--- config.mk ---
export PLATFORM = sky130hd
export DESIGN_NAME = ifetch_queue
export DESIGN_NICKNAME = d
export VERILOG_FILES = /design/src/rtl/ifetch_queue.sv
export SDC_FILE = /design/constraint.sdc
export NUM_CORES = 1
export LEC_CHECK = 0
export CORE_AREA = 8 8 181 183
export CTS_CLUSTER_SIZE = 28
export DETAILED_ROUTE_END_ITERATION = 10
export DIE_AREA = 0 0 189 191
export MAX_ROUTING_LAYER = met4
export PLACE_DENSITY = 0.75
export SYNTH_ARGS = -nofsm -noshare
export SYNTH_HDL_FRONTEND = slang
export SYNTH_SLANG_ARGS = --single-unit
export TNS_END_PERCENT = 30
--- constraint.sdc ---
create_clock -name clock -period 3.2 [get_ports clock]
set_input_delay 0.48 -clock clock [delete_from_list [all_inputs] [get_ports clock]]
set_output_delay 0.48 -clock clock [all_outputs]
set_load 0.005 [all_outputs]
--- src/rtl/ifetch_queue.sv ---
`default_nettype none
// ============================================================================
// Module      : ifetch_queue
// Description : Instruction prefetch stage. Generates sequential fetch
//               addresses, issues one-outstanding req/ack transactions to a
//               variable-latency instruction memory, buffers {pc, ins} pairs
//               in a small circular FIFO and presents them to decode with a
//               valid/ready handshake. A redirect flushes the queue and
//               restarts fetch; an in-flight request is drained, never
//               withdrawn.
//               Optional feature macro: IFQ_BYPASS_EN (empty-queue
//               combinational bypass from memory to the decode outputs).
// Revision    : 1.0 - initial release
// ============================================================================
module ifetch_queue #(
    parameter int          PTR_W    = 2,
    parameter logic [31:0] RESET_PC = 32'h0000_3000
) (
    input  logic             clock,
    input  logic             reset,
    input  logic             redirect,
    input  logic [31:0]      redirect_pc,
    output logic             mem_req,
    output logic [31:0]      mem_addr,
    input  logic             mem_ack,
    input  logic [31:0]      mem_rdata,
    output logic             out_valid,
    output logic [31:0]      out_pc,
    output logic [31:0]      out_ins,
    input  logic             out_ready,
    output logic [PTR_W:0]   count
);

    localparam int             DEPTH_N    = 1 << PTR_W;
    localparam logic [PTR_W:0] FULL_COUNT = {1'b1, {PTR_W{1'b0}}};

    localparam logic [1:0] S_IDLE    = 2'd0;
    localparam logic [1:0] S_REQ     = 2'd1;
    localparam logic [1:0] S_DISCARD = 2'd2;

    logic [1:0]       state;
    logic [1:0]       state_next;
    logic [31:0]      fetch_pc;
    logic [31:0]      stale_addr;
    logic [PTR_W-1:0] wr_ptr;
    logic [PTR_W-1:0] rd_ptr;
    logic [PTR_W:0]   count_next;
    logic [31:0]      pc_mem  [DEPTH_N];
    logic [31:0]      ins_mem [DEPTH_N];
    logic             ack_in_req;
    logic             accept;
    logic             queue_pop;
    logic             push;
    logic             bypass_take;
    logic             head_valid;
    logic [31:0]      head_pc;
    logic [31:0]      head_ins;
    logic             unused_redirect_lsbs;

    // The low address bits of a redirect target are forced to zero.
    assign unused_redirect_lsbs = ^redirect_pc[1:0];

    assign head_valid = (count != '0);
    assign head_pc    = pc_mem[rd_ptr];
    assign head_ins   = ins_mem[rd_ptr];

    // Only an ack for a live (non-stale) request carries a usable word.
    assign ack_in_req = (state == S_REQ) && mem_ack;
    assign accept     = ack_in_req && !redirect;
    assign queue_pop  = head_valid && out_ready;

`ifdef IFQ_BYPASS_EN
    logic bypass_hit;

    // Empty queue: forward the arriving word straight to decode.
    assign bypass_hit  = accept && !head_valid;
    assign bypass_take = bypass_hit && out_ready;
    assign out_valid   = head_valid || bypass_hit;
    assign out_pc      = bypass_hit ? fetch_pc  : head_pc;
    assign out_ins     = bypass_hit ? mem_rdata : head_ins;
`else
    assign bypass_take = 1'b0;
    assign out_valid   = head_valid;
    assign out_pc      = head_pc;
    assign out_ins     = head_ins;
`endif

    // A word consumed by the bypass never occupies a slot.
    assign push       = accept && !bypass_take;
    assign count_next = count + {{PTR_W{1'b0}}, push} - {{PTR_W{1'b0}}, queue_pop};

    // Request FSM state register.
    always_ff @(posedge clock) begin
        if (reset) begin
            state <= S_IDLE;
        end else begin
            state <= state_next;
        end
    end

    // Request FSM next-state logic; redirect overrides every other cause.
    always_comb begin
        state_next = state;
        if (redirect) begin
            if (state == S_IDLE) begin
                state_next = S_REQ;
            end else begin
                // An outstanding request must be drained before reuse.
                state_next = mem_ack ? S_REQ : S_DISCARD;
            end
        end else begin
            case (state)
                S_IDLE: begin
                    if (count_next < FULL_COUNT) begin
                        state_next = S_REQ;
                    end
                end
                S_REQ: begin
                    if (mem_ack) begin
                        state_next = (count_next < FULL_COUNT) ? S_REQ : S_IDLE;
                    end
                end
                S_DISCARD: begin
                    if (mem_ack) begin
                        state_next = S_REQ;
                    end
                end
                default: state_next = S_IDLE;
            endcase
        end
    end

    // Request FSM outputs; a draining request keeps its original address.
    always_comb begin
        mem_req  = (state == S_REQ) || (state == S_DISCARD);
        mem_addr = (state == S_DISCARD) ? stale_addr : fetch_pc;
    end

    // Fetch address and the address of a request being drained.
    always_ff @(posedge clock) begin
        if (reset) begin
            fetch_pc   <= RESET_PC;
            stale_addr <= RESET_PC;
        end else if (redirect) begin
            fetch_pc <= {redirect_pc[31:2], 2'b00};
            if ((state == S_REQ) && !mem_ack) begin
                stale_addr <= fetch_pc;
            end
        end else if (ack_in_req) begin
            fetch_pc <= fetch_pc + 32'd4;
        end
    end

    // Queue pointers and occupancy; a redirect empties the queue.
    always_ff @(posedge clock) begin
        if (reset || redirect) begin
            wr_ptr <= '0;
            rd_ptr <= '0;
            count  <= '0;
        end else begin
            if (push) begin
                wr_ptr <= wr_ptr + 1'b1;
            end
            if (queue_pop) begin
                rd_ptr <= rd_ptr + 1'b1;
            end
            count <= count_next;
        end
    end

    // Entry storage, cleared on reset so the idle outputs read zero.
    for (genvar i = 0; i < DEPTH_N; i++) begin : g_entry
        // Write a slot when it is the push target.
        always_ff @(posedge clock) begin
            if (reset) begin
                pc_mem[i]  <= '0;
                ins_mem[i] <= '0;
            end else if (push && (wr_ptr == PTR_W'(i))) begin
                pc_mem[i]  <= fetch_pc;
                ins_mem[i] <= mem_rdata;
            end
        end
    end

endmodule
`default_nettype wire

==> flow_metrics.env, run 1 <==
export IMPL_wirelength_um=35500
export IMPL_path_class="reg2out"
export IMPL_clk_pin_slew_ns=0.06
export IMPL_async_flop_share=0
export IMPL_grt_usage=0.198
export IMPL_cts_resized=0
export IMPL_utilization=0.591
export IMPL_ant_nets=0
export IMPL_cts_tree="built"
export IMPL_hold_viol_final=0
export IMPL_worstMarginPinSlew_ns=0.716
export IMPL_crit_fanout=28
export IMPL_hold_path_class="in2reg"
export IMPL_worstRegToRegCells=13
export IMPL_clk_path_buf_depth=3
export IMPL_htreeDepth=2
export IMPL_synthesis_area_um2=14600
export IMPL_portBuffers=163
export IMPL_die_h_um=191
export IMPL_r2r_start="state[1]"
export IMPL_synth_edf_count=248
export IMPL_core_um2=30000
export IMPL_final_nets=1326
export IMPL_ys_ff_latch=319
export IMPL_vias=9701
export IMPL_relSlewSlack=0.523
export IMPL_fin_worst_skew_ns=0.0185
export IMPL_arrival_ns=2.46
export IMPL_root_buffer="clkbuf_16"
export IMPL_drv_slew=0
export IMPL_hold_slack_ns=0.313
export IMPL_path_buf_inv=2
export IMPL_crit_slowest_cell="dfxtp_4"
export IMPL_postCtsSetupBuffers=0
export IMPL_critPathRequiredTime_ns=2.72
export IMPL_totalPowerFinal_mw=9.44
export IMPL_grt_overflow_total=0
export IMPL_num_antenna_cells=0
export IMPL_pwr_density_cell_nw_per_um2=532
export IMPL_tns_ns=0
export IMPL_rr_endpoint="state[0]"
export IMPL_synth_area_per_cell_um2=12.9
export IMPL_worst_slack_ns=0.263
export IMPL_antenna_found_initial=0
export IMPL_multi_input_area_um2=5220
export IMPL_drc=0
export IMPL_numCtsBuffers=34
export IMPL_finalCritPeriodShare=0.918
export IMPL_synth_cell_types=53
export IMPL_seq_area_frac_synth=0.606
export IMPL_clk_latency_ns=0.51
export IMPL_rsz0062_at_grt="no"
export IMPL_slowest_delay_ns=0.59
export IMPL_start_kind="flip-flop"
export IMPL_synthFlopType="edfxtp_1"
export IMPL_critPathTopFamily="buffers and inverters"
export IMPL_io_pins=170
export IMPL_dpl_cell_count=1605
export IMPL_nFillCells=2329
export IMPL_globalplace_congestion=0.820
export IMPL_worst_setup_path_end_kind="output port"
export IMPL_maxCapViolCount=0
export IMPL_dpl_cell_area_um2=16700
export IMPL_die_width_um=189
export IMPL_fin_area_um2=17700
export IMPL_status="finished, final reports clean"
export IMPL_regArea_um2=8870
export IMPL_cts_hold_buffers=0
export IMPL_grt_pass1_wl_um=55500
export IMPL_stdcell_count=1662
export IMPL_yosysTopAreaCellShare=0.509
export IMPL_path_depth=3
export IMPL_endpoint="out_ins[31]"
export IMPL_grt_pass1_vias=9974
export IMPL_ir_drop_mv=0.321
export IMPL_finalCriticalPeriod_ns=2.94
export IMPL_drt_initial_drc_count=827
export IMPL_netlist_instances=1132
export IMPL_rrSetupSlack_ns=0.54
export IMPL_yosysTopAreaCell="edfxtp_1"
export IMPL_start_util=0.487
export IMPL_setup_viol_count_final=0
export IMPL_routedWlPerCell_um=21.3
export IMPL_drive_above_1_share=0.155
export IMPL_yosys_warnings=0
export IMPL_cts_sinks=319
export IMPL_vias_per_cell=5.84
export IMPL_drt_pass1_iter_count=5
export IMPL_grt_max_degree=133
export IMPL_synth_top_cells_by_area="edfxtp_1 51%, and3_1 11%, dfxtp_1 9.7%, mux4_2 9.5%, clkbuf_1 2.5%"
export IMPL_core_rowCount=64
export IMPL_crit_chain="buf_12 -> mux4_2 -> clkdlybuf4s50_1"
export IMPL_power_leakage_nw=7.03
export IMPL_place_ws_ns=0.160
export IMPL_syn_to_final_growth_pct=21.3
export IMPL_dp_hpwl_um=20900
export IMPL_clock_fmax_ghz=0.341
export IMPL_die_area_um2=36100
-- registers in the layout, summed over array words and instances, names as in the netlist, named ones only --
name and flops:
pc_mem 120, ins_mem 128, count 3, rd_ptr 2, stale_addr 30, wr_ptr 2, fetch_pc 30, state 2
-- layout by cell type, fill, tap and decap left out, types with 4 or more instances in the layout --
cell type          n
a211oi_1           7
a21oi_1           36
a311oi_1           7
and2_1             9
and3_1           250
buf_12             8
buf_4             31
clkbuf_1           8
clkbuf_16         35
clkdlybuf4s50_1  162
conb_1             4
dfxtp_1           69
edfxtp_1         248
ha_1               7
ha_2               4
inv_1             15
mux2_2            27
mux4_2            62
nand2_1           93
nand2_2            4
nand3_1           16
nand4_1           10
nor2_1            30
nor3_1            11
nor4_1             6
o211ai_1           5
o21ai_0           14
o31ai_1            4
or3_1              6
or4_1             10
xnor2_1            8
xor2_1             6
-- cell families after synthesis --
kind of cell | count (synthesis) | synth area share
compound gates | 93 | 0.0409
fa+ha+maj | 12 | 0.0108
buf+inv | 143 | 0.0399
xor+xnor | 15 | 0.00992
simple gates | 460 | 0.176
other cells | 1 | 0.000256
mux | 89 | 0.116
flops | 319 | 0.606
-- cell usage after synthesis (all sizes together) (2+ instances only) --
cell type / instances
and4: 3
a21oi: 36
clkbuf: 100
o21ai: 14
a311oi: 7
a31oi: 3
dfxtp: 71
xnor2: 8
or2: 3
and2: 9
buf: 28
edfxtp: 248
nand2: 97
o221ai: 2
mux4: 62
or3: 6
nand4: 12
a31o: 3
o211ai: 5
o21a: 2
inv: 15
nand3: 16
nor4: 6
nor2: 31
xor2: 6
nor3: 11
a211oi: 7
o31ai: 4
ha: 11
mux2: 27
nor3b: 2
a32oi: 2
a2111oi: 2
o31a: 2
or4: 10
and3: 250
-- worst min path at each step --
| stage | depth (start not counted) | start | to |
|---|---|---|---|
| floorplan | 2 | stale_addr[10] | stale_addr[10] |
| global placement | 2 | stale_addr[21] | stale_addr[21] |
| detailed placement | 2 | stale_addr[24] | stale_addr[24] |
| CTS | 2 | reset | stale_addr[31] |
| global route | 2 | reset | stale_addr[27] |
| finish | 2 | reset | stale_addr[31] |
-- report_power, final --
| group | leakage, nW | switching, mW | internal, mW |
|---|---|---|---|
| logic | 3.35 | 0.430 | 0.429 |
| registers | 3.15 | 0.102 | 4.63 |
| clock network | 0.531 | 1.57 | 2.29 |
| total | 7.03 | 2.10 | 7.34 |
-- layer usage --
| metal | wire (um) | vias up | global-route usage | share of wire |
|---|---|---|---|---|
| met3 | 2270 | 56 | 0.0306 | 0.064 |
| met2 | 17100 | 356 | 0.318 | 0.48 |
| met5 | 0 | - | - | 0 |
| met4 | 763 | 0 | 0.0541 | 0.022 |
| met1 | 15300 | 4798 | 0.262 | 0.43 |
| li1 | - | 4491 | - | - |
-- worst register-to-register path, stage by stage (launching register included) --
cell       delay (ns)
dfxtp_1          0.35
inv_1            0.09
ha_1             0.16
nand2_1          0.07
nor2_1           0.18
inv_1            0.07
ha_1             0.27
inv_1            0.04
ha_1             0.18
fa_1             0.37
xnor3_1          0.22
a2bb2oi_1        0.16
o31a_1           0.29
a21oi_1          0.12
-- area by class of cell --
type,count,share of cell area
Clock inverter,12,0.00909
Clock buffer,45,0.0521
Multi-Input combinational cell,673,0.294
Inverter,15,0.00317
Timing Repair Buffer,202,0.114
Sequential cell,319,0.500
Tap cell,396,0.0279
No activity file was read; power rests on OpenSTA's default activity.
==> run 2: changes to the inputs <==
==> constraint.sdc (replaced) <==
create_clock -name clock -period 3.2 [get_ports clock]
set_input_delay 0.48 -clock clock [delete_from_list [all_inputs] [get_ports clock]]
set_output_delay 0.48 -clock clock [all_outputs]
set_load 0.05 [all_outputs]
==> flow_metrics.env, run 2 (synthesis results as in run 1) <==
export IMPL_status="finished, final reports clean"
export IMPL_clock_fmax_ghz=0.325
export IMPL_finalCriticalPeriod_ns=3.08
export IMPL_htreeDepth=2
export IMPL_routedWlPerCell_um=21.3
export IMPL_worst_setup_path_end_kind="output port"
export IMPL_mostFrequentLayoutCells="250 x and3_1, 248 x edfxtp_1, 99 x clkdlybuf4s50_1"
export IMPL_io_pins=170
export IMPL_arrival_ns=2.60
export IMPL_rsz0062_at_grt="no"
export IMPL_die_width_um=189
export IMPL_fin_worst_skew_ns=0.0283
export IMPL_vias_per_cell=5.83
export IMPL_ir_drop_mv=0.334
export IMPL_dp_hpwl_um=21100
export IMPL_cts_tree="built"
export IMPL_root_buffer="clkbuf_16"
export IMPL_core_rowCount=64
export IMPL_ant_nets=0
export IMPL_fin_area_um2=17800
export IMPL_vias=9724
export IMPL_layout_commonest_cell="and3_1"
export IMPL_clk_path_buf_depth=3
export IMPL_numCtsBuffers=34
export IMPL_cts_hold_buffers=0
export IMPL_hold_path_class="in2reg"
export IMPL_clk_latency_ns=0.51
export IMPL_core_um2=30000
export IMPL_drt_initial_drc_count=1032
export IMPL_largest_register="ins_mem"
export IMPL_drt_pass1_iter_count=5
export IMPL_drive_above_1_share=0.181
export IMPL_crit_fanout=21
export IMPL_pwr_density_cell_nw_per_um2=545
export IMPL_grt_pass1_vias=9804
export IMPL_num_antenna_cells=0
export IMPL_path_class="reg2out"
export IMPL_hold_viol_final=0
export IMPL_finalCritPeriodShare=0.962
export IMPL_start_kind="flip-flop"
export IMPL_antenna_found_initial=0
export IMPL_setup_viol_count_final=0
export IMPL_clk_pin_slew_ns=0.07
export IMPL_die_area_um2=36100
export IMPL_grt_max_degree=153
export IMPL_syn_to_final_growth_pct=21.7
export IMPL_drv_slew=0
export IMPL_globalplace_congestion=0.808
export IMPL_grt_pass1_wl_um=54700
export IMPL_reg_top3="ins_mem (128), pc_mem (120)"
export IMPL_final_nets=1328
export IMPL_dpl_cell_area_um2=16600
export IMPL_grt_overflow_total=0
export IMPL_wirelength_um=35500
export IMPL_largest_reg_flops=128
export IMPL_start_util=0.487
export IMPL_drc=0
export IMPL_cts_sinks=319
export IMPL_grt_usage=0.197
export IMPL_postCtsSetupBuffers=0
export IMPL_relSlewSlack=0.525
export IMPL_maxCapViolCount=0
export IMPL_tns_ns=0
export IMPL_die_h_um=191
export IMPL_power_leakage_nw=7.51
export IMPL_worstMarginPinSlew_ns=0.713
export IMPL_totalPowerFinal_mw=9.70
export IMPL_portBuffers=163
export IMPL_critPathRequiredTime_ns=2.72
[run 2: cell type report]
class                           instances  area, um^2
Inverter                               15        56.3
Tap cell                              396         495
Multi-Input combinational cell        673        5220
Fill cell                            2319       12200
Clock inverter                         14         139
Clock buffer                           47         943
Sequential cell                       319        8870
Timing Repair Buffer                  204        2080
[run 2: worst paths after layout]
path | from | to | slack, ns | cells after the start
worst max register to register | state[1] | state[0] | 0.55 | 13
worst min register to register | stale_addr[11] | stale_addr[11] | 0.45 | 2
worst min-delay path | reset | stale_addr[27] | 0.29 | 2
worst max-delay path | flip-flop | out_pc[21] | 0.12 | 3
[run 2: worst max-delay path: stages, from the launching register on]
cell and delay [ns]:
dfxtp_4 0.54, buf_12 0.26, mux4_2 0.56, clkdlybuf4s50_1 0.73
[run 2: per-layer routing]
| layer | vias up | GRT usage | wire, um |
|---|---|---|---|
| li1 | 4504 | - | - |
| met1 | 4864 | 0.259 | 15600 |
| met2 | 322 | 0.320 | 17400 |
| met3 | 34 | 0.0332 | 2040 |
| met4 | 0 | 0.0412 | 438 |
| met5 | - | - | 0 |
[run 2: metrics by stage]
| stage | utilization | hold WS [ns] | std cells | worst slack [ns] |
|---|---|---|---|---|
| final | 0.593 | 0.289 | 1668 | 0.123 |
| after floorplan | - | 0.433 | 1135 | 0.0890 |
| after detailed placement | 0.554 | 0.445 | 1607 | 0.156 |
| after CTS | 0.590 | 0.266 | 1668 | 0.00145 |
| after global routing | 0.593 | 0.272 | 1668 | 0.0144 |
| after global placement | 0.554 | 0.438 | 1607 | 0.242 |
[run 2: repair_timing]
action | 4_1_cts | 5_1_grt
endpoints found under the setup margin | 1 | 32
pin swaps | 0 | 0
gates resized for setup | 1 | 32
[run 2: where the power goes]
| group | internal (mW) | total (mW) | switching [mW] | leakage (nW) |
|---|---|---|---|---|
| sequential | 4.63 | 4.73 | 0.0986 | 3.15 |
| combinational | 0.424 | 1.19 | 0.765 | 3.82 |
| clock | 2.24 | 3.79 | 1.55 | 0.538 |
| total | 7.29 | 9.70 | 2.41 | 7.51 |
